## src/rtl/bitcol_weight_encoder_16.sv

```systemverilog
// Bit-column weight encoder/sequencer for the 16-lane vertical bit-serial MAC.
// Walks the 8 weight columns LSB->MSB and emits mux selects, skip-zero flags and MAC control.
module bitcol_weight_encoder_16 #(
  parameter int DATA_WIDTH    = 8,
  parameter int VEC_LENGTH    = 16,
  parameter int MUX_SEL_WIDTH = $clog2(VEC_LENGTH) + 1
) (
  input  logic                                          i_clk,
  input  logic                                          i_reset,
  input  logic                                          i_w_valid,
  output logic                                          o_w_ready,
  input  logic [VEC_LENGTH-1:0][DATA_WIDTH-1:0]         i_w_data,
  input  logic                                          i_w_acc_clear,
  output logic [VEC_LENGTH/2-1:0][MUX_SEL_WIDTH-2:0]    o_act_sel,
  output logic [MUX_SEL_WIDTH-1:0]                      o_hamming_sel,
  output logic                                          o_hamming_sign,
  output logic                                          o_is_shift_mul,
  output logic [2:0]                                    o_mul_const,
  output logic [2:0]                                    o_column_idx,
  output logic                                          o_is_msb,
  output logic [1:0]                                    o_is_skip_zero,
  output logic                                          o_mac_en,
  output logic                                          o_mac_reset,
  output logic                                          o_done
);

  localparam int SEL_W = MUX_SEL_WIDTH - 1;
  localparam logic [SEL_W-1:0] SEL_ZERO = SEL_W'(VEC_LENGTH / 2);

  typedef enum logic [2:0] {PRIME, CLR, IDLE, PRE_CLR, COL, FLUSH, DONE} state_t;

  state_t r_state, w_state_nxt;
  logic [2:0] r_col, w_col_nxt;
  logic [VEC_LENGTH-1:0][DATA_WIDTH-1:0] r_w_data;

  logic [VEC_LENGTH/2-1:0][SEL_W-1:0] r_act_sel, w_act_nxt;
  logic       r_w_ready, w_ready_nxt;
  logic       r_mac_reset, w_mac_reset_nxt;
  logic       r_mac_en, w_mac_en_nxt;
  logic [1:0] r_skip, w_skip_nxt;
  logic [2:0] r_col_idx, w_col_idx_nxt;
  logic       r_msb, w_msb_nxt;
  logic       r_done, w_done_nxt;

  // Column info waits here one cycle so it lines up behind the MAC's activation register.
  logic       r_pend_valid, w_pend_valid_nxt;
  logic [1:0] r_pend_skip, w_pend_skip_nxt;
  logic [2:0] r_pend_col, w_pend_col_nxt;
  logic       r_pend_msb, w_pend_msb_nxt;
  logic       r_pend_done, w_pend_done_nxt;

  logic w_accept, w_load, w_emit;
  logic [VEC_LENGTH-1:0][DATA_WIDTH-1:0] w_enc_data;
  logic [2:0] w_enc_col;
  logic [1:0][7:0] w_col_bits;
  logic [1:0][4*SEL_W:0] w_enc;

  // Returns {skip_zero, 4 slots}: ones if the column is sparse, otherwise the (<=3) zeros.
  function automatic logic [4*SEL_W:0] encGroup(input logic [7:0] colBits);
    logic [7:0] sel;
    logic       skip;
    logic [2:0] k;
    logic [3:0][SEL_W-1:0] slots;
    skip  = ($countones(colBits) <= 4);
    sel   = skip ? colBits : ~colBits;
    slots = {4{SEL_ZERO}};
    k     = 3'd0;
    for (int i = 0; i < 8; i++) begin
      if (sel[i] && (k < 3'd4)) begin
        slots[k[1:0]] = SEL_W'(i);
        k = k + 3'd1;
      end
    end
    return {skip, slots};
  endfunction

  assign w_accept   = (r_state == IDLE) && r_w_ready && i_w_valid;
  assign w_enc_data = w_accept ? i_w_data : r_w_data;
  assign w_enc_col  = w_accept ? 3'd0 : r_col;

  always_comb begin
    w_col_bits = '0;
    for (int g = 0; g < 2; g++) begin
      for (int j = 0; j < 8; j++) begin
        w_col_bits[g][j] = w_enc_data[g*8+j][w_enc_col];
      end
    end
    for (int g = 0; g < 2; g++) begin
      w_enc[g] = encGroup(w_col_bits[g]);
    end
  end

  // The state names the phase whose outputs are registered on the coming edge.
  always_comb begin
    w_state_nxt      = r_state;
    w_col_nxt        = r_col;
    w_load           = 1'b0;
    w_emit           = 1'b0;
    w_act_nxt        = {(VEC_LENGTH/2){SEL_ZERO}};
    w_ready_nxt      = 1'b0;
    w_mac_reset_nxt  = 1'b0;
    w_mac_en_nxt     = r_pend_valid;
    w_skip_nxt       = r_pend_skip;
    w_col_idx_nxt    = r_pend_col;
    w_msb_nxt        = r_pend_msb;
    w_done_nxt       = r_pend_done;
    w_pend_valid_nxt = 1'b0;
    w_pend_skip_nxt  = 2'b00;
    w_pend_col_nxt   = 3'd0;
    w_pend_msb_nxt   = 1'b0;
    w_pend_done_nxt  = 1'b0;

    case (r_state)
      PRIME: begin
        w_mac_en_nxt  = 1'b1;
        w_skip_nxt    = 2'b11;
        w_col_idx_nxt = 3'd0;
        w_msb_nxt     = 1'b0;
        w_done_nxt    = 1'b0;
        w_state_nxt   = CLR;
      end
      CLR: begin
        w_mac_reset_nxt = 1'b1;
        w_state_nxt     = IDLE;
      end
      IDLE: begin
        if (w_accept) begin
          w_load = 1'b1;
          if (i_w_acc_clear) begin
            w_mac_reset_nxt = 1'b1;
            w_col_nxt       = 3'd0;
            w_state_nxt     = PRE_CLR;
          end else begin
            w_emit      = 1'b1;
            w_col_nxt   = 3'd1;
            w_state_nxt = COL;
          end
        end else begin
          w_ready_nxt = 1'b1;
        end
      end
      PRE_CLR: begin
        w_emit      = 1'b1;
        w_col_nxt   = 3'd1;
        w_state_nxt = COL;
      end
      COL: begin
        w_emit = 1'b1;
        if (r_col == 3'd7) begin
          w_col_nxt   = 3'd0;
          w_state_nxt = FLUSH;
        end else begin
          w_col_nxt = r_col + 3'd1;
        end
      end
      FLUSH: begin
        w_pend_valid_nxt = 1'b1;
        w_pend_skip_nxt  = 2'b11;
        w_state_nxt      = DONE;
      end
      DONE: begin
        w_pend_done_nxt = 1'b1;
        w_state_nxt     = IDLE;
      end
      default: w_state_nxt = PRIME;
    endcase

    if (w_emit) begin
      w_act_nxt        = {w_enc[1][4*SEL_W-1:0], w_enc[0][4*SEL_W-1:0]};
      w_pend_valid_nxt = 1'b1;
      w_pend_skip_nxt  = {w_enc[1][4*SEL_W], w_enc[0][4*SEL_W]};
      w_pend_col_nxt   = w_enc_col;
      w_pend_msb_nxt   = (w_enc_col == 3'd7);
    end
  end

  always_ff @(posedge i_clk) begin
    if (i_reset) begin
      r_state      <= PRIME;
      r_col        <= 3'd0;
      r_w_data     <= '0;
      r_act_sel    <= {(VEC_LENGTH/2){SEL_ZERO}};
      r_w_ready    <= 1'b0;
      r_mac_reset  <= 1'b0;
      r_mac_en     <= 1'b0;
      r_skip       <= 2'b00;
      r_col_idx    <= 3'd0;
      r_msb        <= 1'b0;
      r_done       <= 1'b0;
      r_pend_valid <= 1'b0;
      r_pend_skip  <= 2'b00;
      r_pend_col   <= 3'd0;
      r_pend_msb   <= 1'b0;
      r_pend_done  <= 1'b0;
    end else begin
      r_state      <= w_state_nxt;
      r_col        <= w_col_nxt;
      if (w_load) r_w_data <= i_w_data;
      r_act_sel    <= w_act_nxt;
      r_w_ready    <= w_ready_nxt;
      r_mac_reset  <= w_mac_reset_nxt;
      r_mac_en     <= w_mac_en_nxt;
      r_skip       <= w_skip_nxt;
      r_col_idx    <= w_col_idx_nxt;
      r_msb        <= w_msb_nxt;
      r_done       <= w_done_nxt;
      r_pend_valid <= w_pend_valid_nxt;
      r_pend_skip  <= w_pend_skip_nxt;
      r_pend_col   <= w_pend_col_nxt;
      r_pend_msb   <= w_pend_msb_nxt;
      r_pend_done  <= w_pend_done_nxt;
    end
  end

  assign o_w_ready      = r_w_ready;
  assign o_act_sel      = r_act_sel;
  assign o_hamming_sel  = MUX_SEL_WIDTH'(VEC_LENGTH);
  assign o_hamming_sign = 1'b0;
  assign o_is_shift_mul = 1'b0;
  assign o_mul_const    = 3'd0;
  assign o_column_idx   = r_col_idx;
  assign o_is_msb       = r_msb;
  assign o_is_skip_zero = r_skip;
  assign o_mac_en       = r_mac_en;
  assign o_mac_reset    = r_mac_reset;
  assign o_done         = r_done;

endmodule

```

## config.mk

```make
export PLATFORM = sky130hd
export DESIGN_NAME = bitcol_weight_encoder_16
export DESIGN_NICKNAME = d
export VERILOG_FILES = /design/src/rtl/bitcol_weight_encoder_16.sv
export SDC_FILE = /design/constraint.sdc
export NUM_CORES = 1
export LEC_CHECK = 0
export CORE_MARGIN = 4
export CORE_UTILIZATION = 49
export DETAILED_ROUTE_END_ITERATION = 16
export DONT_BUFFER_PORTS = 1
export PLACE_DENSITY = 0.66
export SLEW_MARGIN = 20
export SYNTH_ARGS = -nofsm -noshare
export SYNTH_HDL_FRONTEND = slang
export SYNTH_SLANG_ARGS = --single-unit
```

## constraint.sdc

```tcl
create_clock -name i_clk -period 26.9 [get_ports i_clk]
set_input_delay 5.38 -clock i_clk [delete_from_list [all_inputs] [get_ports i_clk]]
set_output_delay 5.38 -clock i_clk [all_outputs]
set_load 0.01 [all_outputs]
```

# == Yosys cells after proc, flatten, opt, wreduce, memory -nomap -nowiden ==
# Index checks and enable logic that the tools add are counted.
# op_classes
n_shift,0
n_eq_ne,10
n_reduce_logical,39
mul,0
add_sub_neg,27
magnitude_cmp,45
n_bitwise,46
div_mod_pow,0
mux,118
# ops
cell,n
16-bit 2-to-1 mux,14
128-bit 2-to-1 mux,1
4-bit demux with 2-bit select,14
12-bit AND,6
12-bit NOT,6
4-bit 2-to-1 mux,16
8-bit NOT,8
3-bit 2-to-1 mux,17
8-bit AND,6
1-bit binary-select mux with 3-bit select,16
8-bit bitwise OR,6
"2-bit by 3-bit < comparator with 1-bit output, second input constant",13
"3-bit < comparator, second input constant",13
"3-bit by 1-bit adder with 3-bit output, second input constant",12
1-bit logical AND,30
1-bit 2-to-1 mux,30
"2-bit by 1-bit greater-or-equal comparator with 1-bit output, second input constant",13
12-bit bitwise OR,2
3-bit one-hot mux with 6 select lines,1
1-bit by 1-bit adder with 2-bit output,8
8-bit 2-to-1 mux,2
4-bit bitwise OR,4
"3-bit equality test, second input constant",5
2-bit by 2-bit adder with 3-bit output,4
20 further kinds,38
# word_totals
ramBits,0
mem_count,0
romBits,0
reg_bits,184
word_cells,323
latch_bits,0
out_inout_bits,52

# == Logic depth before layout (Yosys ltp) ==
# logic_depth
ltp_word,37
mapped_depth,40
ltp_nobuf,32

# == Worst setup path before layout ==
# Ideal clock, no wire load.
# synth_timing
path_type,input port to flip-flop
from,in i_w_valid
to,reg r_act_sel (netlist bit o_act_sel[27])
t_arrival_ns,13.045
slack_ns,13.739
path_stages,35
n_path_buf,5
setup_time_ns,0.116
t_required_ns,26.784
path_cell_list,and2_4 buf_6 o31ai_4 inv_2 buf_6 fa_1 fa_1 fa_1 inv_1 ha_1 inv_1 fa_1 nor2b_1 o22a_1 clkbuf_1 clkbuf_1 xnor2_1 ha_1 inv_1 ha_1 nor2_1 nand3_1 o31a_1 nand2_1 clkbuf_1 o21ai_0 ha_1 nor2_1 nor2_1 ha_1 a211o_1 a211o_1 o41a_1 o31a_1 a31o_1
# synth_via
elab_chain_cells,35
# synth_rtl
item,line,text
from (decl),10,"input logic i_w_valid,"
1-bit logical AND *,77,assign w_accept = (r_state == IDLE) && r_w_ready && i_w_valid;
128-bit 2-to-1 mux / 3-bit 2-to-1 mux (equally long branches),"78, 79",
1-bit binary-select mux with 3-bit select,85,w_col_bits[g][j] = w_enc_data[g*8+j][w_enc_col];
1-bit 2-to-1 mux (implied by the code),85,
1-bit by 1-bit adder with 2-bit output (implied by the code),64,skip = ($countones(colBits) <= 4);
2-bit by 2-bit adder with 3-bit output (implied by the code),64,
3-bit by 3-bit adder with 4-bit output (implied by the code),64,
4-bit by 3-bit less-or-equal comparator with 1-bit output,64,
[... 19 more ...],--,
3-bit 2-to-1 mux,69,if (sel[i] && (k < 3'd4)) begin
2-bit by 3-bit < comparator with 1-bit output (implied by the code) / 2-bit by 1-bit greater-or-equal comparator with 1-bit output (equally long branches),70,slots[k[1:0]] = SEL_W'(i);
1-bit logical AND (implied by the code),70,
4-bit 2-to-1 mux (implied by the code),70,
4-bit demux with 2-bit select,70,
4-bit NOT (no line),--,
4-bit AND (no line),--,
16-bit 2-to-1 mux,69,
to (signal assigned),182,r_act_sel <= {(VEC_LENGTH/2){SEL_ZERO}};
to (signal assigned),199,r_act_sel <= w_act_nxt;
to (decl),36,"logic [VEC_LENGTH/2-1:0][SEL_W-1:0] r_act_sel, w_act_nxt;"
# Every way passes the cells marked *; elsewhere a longest branch is shown, timed or not. The select of a mux whose other input is x is not followed.
# A chain may end at the register's enable or synchronous reset.

# == Worst setup path after layout ==
# layout_timing
from,in i_w_valid
to,reg r_act_sel (netlist bit o_act_sel[15])
# layout_via
elab_chain_cells,35
# layout_rtl
item,line
1-bit logical AND *,77
128-bit 2-to-1 mux / 3-bit 2-to-1 mux (equally long branches),"78, 79"
1-bit binary-select mux with 3-bit select,85
1-bit 2-to-1 mux (implied by the code),85
1-bit by 1-bit adder with 2-bit output (implied by the code),64
2-bit by 2-bit adder with 3-bit output (implied by the code),64
3-bit by 3-bit adder with 4-bit output (implied by the code),64
4-bit by 3-bit less-or-equal comparator with 1-bit output,64
[... 19 more ...],--
3-bit 2-to-1 mux,69
2-bit by 3-bit < comparator with 1-bit output (implied by the code) / 2-bit by 1-bit greater-or-equal comparator with 1-bit output (equally long branches),70
1-bit logical AND (implied by the code),70
4-bit 2-to-1 mux (implied by the code),70
4-bit demux with 2-bit select,70
4-bit NOT (no line),--
4-bit AND (no line),--
16-bit 2-to-1 mux,69
# Marks and branches as above.

==> out/metrics.yaml <==
outcome:
  outcome: "finished, final reports clean"
layout:
  fin_cells: 1534
  n_antenna_cell: 0
  fin_nets: 1424
  drive_gt1_share_pct: 10.6
  area_growth_pct: 4.75
power:
  seqPwrFrac_pct: 44.5
  p_switching_uw: 185
  vdd_ir_drop_max_uv: 39.9
  clock_power_share_pct: 40.1
  power_frac_comb_pct: 15.4
  p_leak_nw: 3.86
  powerDensity_mw_per_mm2: 56.4
  p_int_uw: 444
  p_sw_share_pct: 29.4
yosys:
  avgSynthCellArea_um2: 8.10
  synth_top_area_share_pct: 34.6
  ys_ff_latch: 184
  yosys.cell_types.count: 97
  synthCells: 1313
  post-synth-top-area-cell: "dfxtp_1"
  synth.cell_area_mm2: 0.0106
  synth_edf_count: 0
  synthTopCellsByArea: "dfxtp_1, nand2_1, a21oi_1, ha_1, mux2_2"
  synth_most_common_cell: "nand2_1"
  yosysSeqAreaShare_pct: 34.6
  synth_commonest_cells: "nand2_1, dfxtp_1, a21oi_1, clkbuf_1, nor2_1"
  synth_ff_type: "dfxtp_1"
  yosysWarnings: 0
  async_flop_share_pct: 0
timing:
  slew_violations: 0
  relSlewSlack_pct: 35.5
  fin_ws_ns: 13.03
  finalSetupViolations: 0
  hold_viol: 0
  clock_skew_ns: 0.0102
  max_freq_mhz: 72.1
  holdWs_ns: 0.435
  fin_tns_setup_ns: 0
  worstMarginPinSlew_ns: 0.964
  fin_crit_sh_pct: 51.6
  rsz0062_at_grt: "no"
  final.min_clock_period_ns: 13.87
clocking:
  numCtsBuffers: 17
  cts-htree-levels: 4
  post_cts.repair.setup_buffers: 0
  clkLatencyLatePin_ns: 0.44
  cts_tree: "done"
  numClockSinks: 184
  root_buffer: "clkbuf_16"
  clk_pin_slew_ns: 0.07
  cts_max_path_buffers: 2
  post_cts_resized: 0
  cts_hold_buf: 0
critical_path:
  path_max_fanout: 75
  cp.required_ns: 27.23
  critPathCaptureType: "flop"
  slowest_delay_ns: 0.71
  crit_arrival_ns: 14.20
  cp_slowest_cell: "buf_4"
  start_kind: "primary input"
  critical_path_class: "in -> reg"
placement:
  io_buffers: 0
  place_ws_ns: 12.69
  placed_cells: 1503
  dp_hpwl_mm: 19.5
  gp_congestion: 0.884
global_routing:
  grt_overflow_total: 0
  grt_max_degree: 145
  grt_pass1_wl_mm: 44.6
  antenna_found_initial: 0
  grt_pass1_vias: 8276
  grt_usage_pct: 22.6
die:
  rows: 53
  die_x_um: 155
  start_util_pct: 50.1
  fp.coreArea_mm2: 0.0212
  io_pins: 184
  die-area_mm2: 0.0241
  die_h_um: 155
hold_path:
  hold_class: "reg -> reg"
detailed_routing:
  drc: 0
  routedWlPerCell_um: 18.1
  ant_nets: 0
  drt_iter0_drc: 772
  dr.pass1.iters: 5
  wl_mm: 27.8
  viasPerCell: 5.84
  vias: 8952
run:
  max-cap-violations: 0
-- power by group through the flow --
stage | Clock (mW) | Combinational (mW) | Sequential (mW)
global route | 0.269 | 0.108 | 0.280
detailed placement | 0 | 0.0953 | 0.286
finish | 0.252 | 0.0966 | 0.280
global placement | 0 | 0.0938 | 0.286
floorplan | 0 | 0.0844 | 0.284
CTS | 0.257 | 0.0959 | 0.280
-- layout make-up --
cell class	instances	area [um2]
timing repair buffer	8	60.1
sequential	184	3680
inverter	44	165
tap	275	344
clock buffer	18	429
clock inverter	13	156
fill	2070	10100
multi-input combinational	992	6300
-- metrics by stage --
stage          power [mW]  utilization, %  instance area, um2
3_3_place_gp        0.380            49.8               10600
3_5_place_dp        0.381            49.8               10600
5_1_grt             0.656            52.5               11100
2_1_floorplan       0.368               -               10700
4_1_cts             0.632            52.5               11100
6_report            0.628            52.5               11100
-- layer usage --
metal | track usage (%) | vias up | share of wire, %
met1 | 33.6 | 4214 | 48
met2 | 33.9 | 280 | 45
met3 | 4.51 | 31 | 5.7
met5 | 0 | - | 0
li1 | - | 4427 | -
met4 | 5.00 | 0 | 1.5
-- flip-flops by register name (all words and copies together), names as in the netlist --
name and flops:
o_is_skip_zero 2, r_w_data 128, r_pend_msb 1, o_is_msb 1, r_pend_col 3, o_mac_reset 1, r_pend_skip 2, r_col 3
o_done 1, r_pend_done 1, o_w_ready 1, o_act_sel 32, o_column_idx 3, r_pend_valid 1, o_mac_en 1, r_state 3
-- logic make-up after synthesis --
| group | share of synthesized area [%] |
|---|---|
| multiplexers | 8.83 |
| AO/OA/AOI/OAI | 21.4 |
| XOR/XNOR | 2.31 |
| AND/OR/NAND/NOR | 20.3 |
| flip-flops | 34.6 |
| adder cells (fa/ha/maj) | 6.04 |
| buffers and inverters | 6.47 |
| other | 0.0706 |
-- placed cells by master (no fill, tap or decap), drive strengths merged, types with 5 or more instances in the layout --
cell	count
nand2	311
dfxtp	184
a21oi	178
nor2	60
inv	50
mux2	41
ha	37
nand3	35
o22ai	32
o21ai	31
xnor2	20
nor3	20
clkbuf	18
and2	17
mux2i	15
o31ai	13
mux4	12
a31oi	12
conb	10
o211ai	10
a211oi	9
nand2b	8
fa	8
buf	8
and3	7
o31a	6
nor4	6
a31o	6
xor2	5
a22oi	5
o21a	5
clkinv	5
-- critical path: cells and delay by family --
| kind | cells | cell delay (ns) |
|---|---|---|
| fa+ha+maj | 8 | 2.91 |
| mux | 1 | 0.10 |
| buf+inv | 6 | 1.31 |
| simple gates | 9 | 2.47 |
| compound gates | 8 | 2.00 |
-- path summary, 6_finish.rpt --
| check | start | endpoint | slack (ns) | depth (start not counted) |
|---|---|---|---|---|
| max | i_w_valid | o_act_sel[15] | 13.03 | 32 |
| min | r_pend_done | o_done | 0.44 | 1 |
| max reg2reg | r_state[2] | o_act_sel[15] | 16.55 | 33 |
| min reg2reg | r_pend_done | o_done | 0.44 | 1 |
Power figures use the tool's default switching activity.
==> variant 1, RTL diff (same settings) <==
The 7 states of `state_t` get a one-hot encoding in 7 bits.
--- a/src/rtl/bitcol_weight_encoder_16.sv
+++ b/src/rtl/bitcol_weight_encoder_16.sv
@@ -29,3 +29,3 @@
 
-  typedef enum logic [2:0] {PRIME, CLR, IDLE, PRE_CLR, COL, FLUSH, DONE} state_t;
+  typedef enum logic [6:0] {PRIME = 7'b0000001, CLR = 7'b0000010, IDLE = 7'b0000100, PRE_CLR = 7'b0001000, COL = 7'b0010000, FLUSH = 7'b0100000, DONE = 7'b1000000} state_t;
 
Formal check against the unedited RTL: no difference found for any inputs over 4 cycles, from zero or initial values and one cycle with i_reset high; so few cycles prove little.
==> variant 1 against the original RTL <==
  * Design area is 2.7% lower
  * First-iteration DRC count is 48% lower
  * Count of clock-buffer cells in the layout is 3 higher
  * Fmax is 0.36% higher
  * Sequential cell count is 4 higher
  * Routed wire length is 11% lower
  * Area after synthesis is 4.0% lower
  * Worst setup slack better by 0.050 ns
  * Critical path type unchanged
  * Critical endpoint is now o_act_sel[31]
  * Largest cell class unchanged
Power is not compared: it rests on default switching activity, and its combinational part moved more than twofold at a synthesized area within 25%.
==> variant 1: results (changes against the original RTL) <==
h-tree-depth: 4  # unchanged
seq_area_frac_synth_pct: 36.8  # +2.2 points
post-place-ws_ns: 12.64  # -0.0498 ns
synth_compound_area_share_pct: 17.3  # -4.1 points
drive_above_1_share_pct: 9.73  # -0.83 points
worst_skew_pair.late_latency_ns: 0.44  # about the same
end_kind: "flip-flop"
antennaDiodeCount: 0  # unchanged
outcome: "finished, final reports clean"
cp_slowest_cell: "xnor2_1"
cts_buffer_depth: 2  # unchanged
cts-buffers-inserted: 17  # unchanged
gp_congestion: 0.843  # -4.7%
clk_pin_slew_ns: 0.08
clockRootBuffer: "clkbuf_16"
fin_nets: 1331  # -6.5%
skew_ns: 0.0143  # +0.00406 ns
reg2reg_slack_ns: 17.44  # +0.89 ns
cp_max_fo: 90  # +20%
path_delay_family: "adder cells"
fill_cells: 1909  # -7.8%
synthArstFlopShare_pct: 0  # unchanged
fmax_mhz: 72.4  # +0.36%
initialDrtViolationCount: 402  # -48%
tightest_slew_ns: 0.954  # -0.0101 ns
whs_ns: 0.431  # -0.00427 ns
grtUsageTotal_pct: 21.0  # -1.5 points
grt_pass1_wl_um: 40500  # -9.3%
grt_pass1_vias: 7760  # -6.2%
port_buffers: 0  # unchanged
critical_path_arrival_ns: 14.15  # -0.05 ns
ys_top_cells_by_count: "nand2_1 (296), dfxtp_1 (188), a21oi_1 (172)"
peakVddDrop_mv: 0.0394
r2r-end: "o_act_sel[31]"
reg2reg_from: "r_state[4]"
cp_slowest_stage_delay_ns: 0.79  # +0.08 ns
ff2ff_path_depth: 29  # -12%
detailed_place_hpwl_um: 17500  # -10%
grt_max_degree: 148  # +2.1%
synthAdderAreaFrac_pct: 7.03  # +0.99 points
synth.area.mux_share_pct: 11.0  # +2.2 points
vias_per_cell: 5.69  # -2.5%
critPathLaunch: "i_w_valid"
wirelength_um: 24800  # -11%
synth_xor_area_share_pct: 2.96  # +0.66 points
synthTopCellsByArea: "dfxtp_1 (37%), nand2_1 (11%), a21oi_1 (8.4%), ha_1 (5.3%), mux4_2 (4.4%)"
synth_cell_type_count: 87  # -10%
largest_register: "r_w_data"
variant 1: cell types whose count changed in the layout (fill, tap and decap cells not counted), sizes merged, moves of 8 or more:
cell / delta
nand2: -15
mux4: +17
nor2: -26
a22oi: +11
mux2: -26
o31ai: -12
o211ai: -8
o21ai: -8
nand3: -19
o22ai: -30
nor3: -8
variant 1: per-stage QoR:
| stage | cells | util [%] | power [mW] | instance area [sq um] |
|---|---|---|---|---|
| 5_1_grt | 1431 | 53.3 | 0.567 | 10800 |
| 4_1_cts | 1431 | 53.3 | 0.553 | 10800 |
| 3_3_place_gp | 1399 | 50.4 | 0.301 | 10300 |
| 6_report | 1431 | 53.3 | 0.547 | 10800 |
| 2_1_floorplan | 1204 | - | 0.302 | 10200 |
| 3_5_place_dp | 1399 | 50.4 | 0.301 | 10300 |
variant 1: routing by layer:
layer / global-route usage [%] / up-vias / part of all wire, %
met1: 29.5 / 3841 / 46
met3: 5.23 / 31 / 6.1
met4: 5.61 / 0 / 1.5
met2: 32.7 / 236 / 46
met5: 0 / - / 0
li1: - / 4036 / -
variant 1: worst min-delay path by stage:
stage,depth (start not counted),from,to
4_1_cts,2,r_pend_valid,o_mac_en
5_1_grt,1,r_pend_col[1],o_column_idx[1]
3_3_place_gp,2,r_pend_valid,o_mac_en
6_report,2,r_pend_valid,o_mac_en
2_1_floorplan,1,r_pend_col[0],o_column_idx[0]
3_5_place_dp,2,r_pend_valid,o_mac_en
variant 1: area by class of cell:
| type | count | share of cell area, % |
|---|---|---|
| sequential | 188 | 34.7 |
| inverter | 51 | 1.76 |
| timing repair buffer | 9 | 0.623 |
| tap | 270 | 3.11 |
| multi-input combinational | 881 | 54.4 |
| clock inverter | 11 | 1.06 |
| clock buffer | 21 | 4.34 |
==> variant 2, RTL diff (same flow settings) <==
Without the edit above. Change the parameter `DATA_WIDTH` from 8 to 7.
--- a/src/rtl/bitcol_weight_encoder_16.sv
+++ b/src/rtl/bitcol_weight_encoder_16.sv
@@ -3,3 +3,3 @@
 module bitcol_weight_encoder_16 #(
-  parameter int DATA_WIDTH    = 8,
+  parameter int DATA_WIDTH    = 7,
   parameter int VEC_LENGTH    = 16,
Ports: changed (resized i_w_data); port bits go from 184 to 168. The function was not compared with the original's and may differ.
==> variant 2 against the original RTL <==
  * Routed wire length fell by 11%
  * Area after synthesis fell by 7.2%
  * Sequential cell count fell by 16
  * Design area fell by 6.4%
  * Synthesized cell count fell by 8.6%
  * Worst setup slack got worse by 0.77 ns
  * Critical path type unchanged
  * Via count fell by 9.2%
  * First-iteration DRC count fell by 33%
  * Critical path depth fell by 3
Power is not compared: it rests on default switching activity, and its combinational part moved more than twofold at a synthesized area within 25%.
==> variant 2: results (changes against the original RTL) <==
cts-buffers-inserted: 17  # unchanged
cp_slowest_cell: "buf_4"
min-delay-start: "r_pend_done"
cp_max_fo: 78  # +4.0%
cts_resized: 0  # unchanged
num_vias: 8129  # -9.2%
synth_cell_type_count: 107  # +10%
clk_pin_slew_ns: 0.06
largest_register: "r_w_data"
antennaDiodeCount: 0  # unchanged
post-cts-setup-buffer-count: 0  # unchanged
ant_nets: 0  # unchanged
reg2reg_slack_ns: 16.58  # +0.03 ns
initialDrtViolationCount: 521  # -33%
yosys_warnings: 0  # unchanged
tightest_slew_ns: 0.992  # +0.0285 ns
clockRootBuffer: "clkbuf_16"
min_path_type: "flip-flop to flip-flop"
worst_skew_pair.late_latency_ns: 0.44  # about the same
port_buffers: 0  # unchanged
fin_nets: 1313  # -7.8%
grt_pass1_wl_um: 39600  # -11%
ys_top_cells_by_count: "nand2_1 (272), dfxtp_1 (168), a21oi_1 (148)"
wirelength_um: 24700  # -11%
antenna_found_initial: 4  # +4
largest_reg_flops: 112  # -13%
ff2ff_path_depth: 29  # -12%
drive_above_1_share_pct: 8.88  # -1.7 points
h-tree-depth: 4  # unchanged
detailed_place_hpwl_um: 17400  # -11%
holdPathStages: 1  # unchanged
skew_ns: 0.0173  # +0.00715 ns
gp_congestion: 0.924  # +4.5%
dp_cells: 1394  # -7.3%
synth_ff_type: "dfxtp_1"
min_to: "o_done"
reg2reg_from: "r_state[0]"
vias_per_cell: 5.70  # -2.2%
grt_max_degree: 131  # -9.7%
fmax_mhz: 68.3  # -5.2%
critical_path_arrival_ns: 14.96  # +0.76 ns
firstDrtPassIters: 6  # +1
r2r-end: "o_act_sel[7]"
p_leak_nw: 3.66
peakVddDrop_mv: 0.0527
synthArstFlopShare_pct: 0  # unchanged
seq_area_frac_synth_pct: 34.0  # -0.58 points
outcome: "finished, final reports clean"
synthTopCellsByArea: "dfxtp_1 (34%), nand2_1 (10%), a21oi_1 (7.5%), ha_1 (5.2%), mux2i_1 (4.6%)"
grt_pass1_vias: 7661  # -7.4%
cp_slowest_stage_delay_ns: 0.74  # +0.03 ns
post-place-ws_ns: 11.87  # -0.816 ns
grtUsageTotal_pct: 21.7  # -0.87 points
syn-mean-instance-area_sq_um: 8.23  # +1.6%
cts_buffer_depth: 2  # unchanged
variant 2: routing by layer:
metal	track usage [%]	routed length [um]	vias to the layer above
li1	-	-	4057
met1	30.2	11500	3782
met2	32.7	10900	240
met3	6.15	1780	42
met4	6.72	463	8
met5	0	50	-
variant 2: layout make-up:
type / instances / area (sq um)
repair buffers: 8 / 60.1
well taps: 265 / 332
clock inverters: 14 / 159
clock buffers: 17 / 425
fillers: 1918 / 9230
inverters: 44 / 168
flip-flops and latches: 168 / 3370
multi-input cells: 909 / 5920
variant 2: metrics by stage:
stage	utilization (%)	cell area, sq um	hold slack, ns	power [mW]
floorplan	-	9910	0.406	0.294
global placement	50.1	9840	0.410	0.296
detailed placement	50.1	9840	0.412	0.296
CTS	53.1	10400	0.425	0.545
global route	53.1	10400	0.448	0.560
finish	53.1	10400	0.422	0.540
variant 2: cells by family (layout without fill, tap and decap cells):
group,after synthesis,in the layout,synth area share [%]
flip-flops,168,168,34.0
AO/OA/AOI/OAI,317,317,22.3
adder cells (fa/ha/maj),50,50,6.93
other,2,10,0.0760
AND/OR/NAND/NOR,441,441,20.7
buffers and inverters,131,83,6.36
multiplexers,56,56,6.26
XOR/XNOR,35,35,3.33
variant 2: report_power, final:
group | internal [mW] | total [mW] | leakage [nW] | switching [mW]
clock | 0.139 | 0.249 | 0.293 | 0.110
combinational | 0.0134 | 0.0309 | 2.01 | 0.0174
sequential | 0.252 | 0.260 | 1.36 | 0.00805
variant 2: critical path: cells and delay by family:
kind / cells / cell delay (ns)
multiplexers: 1 / 0.30
AO/OA/AOI/OAI: 9 / 2.27
XOR/XNOR: 1 / 0.71
adder cells (fa/ha/maj): 8 / 3.13
AND/OR/NAND/NOR: 6 / 2.09
buffers and inverters: 4 / 0.99
variant 2: how the worst max path moves through the flow:
| stage | from | end | cells after the start |
|---|---|---|---|
| 2_1_floorplan | i_w_valid | o_act_sel[19] | 38 |
| 6_report | i_w_valid | o_act_sel[7] | 29 |
| 5_1_grt | i_w_valid | o_act_sel[7] | 29 |
| 3_3_place_gp | i_w_valid | o_act_sel[7] | 29 |
| 3_5_place_dp | i_w_valid | o_act_sel[7] | 29 |
| 4_1_cts | i_w_valid | o_act_sel[7] | 29 |
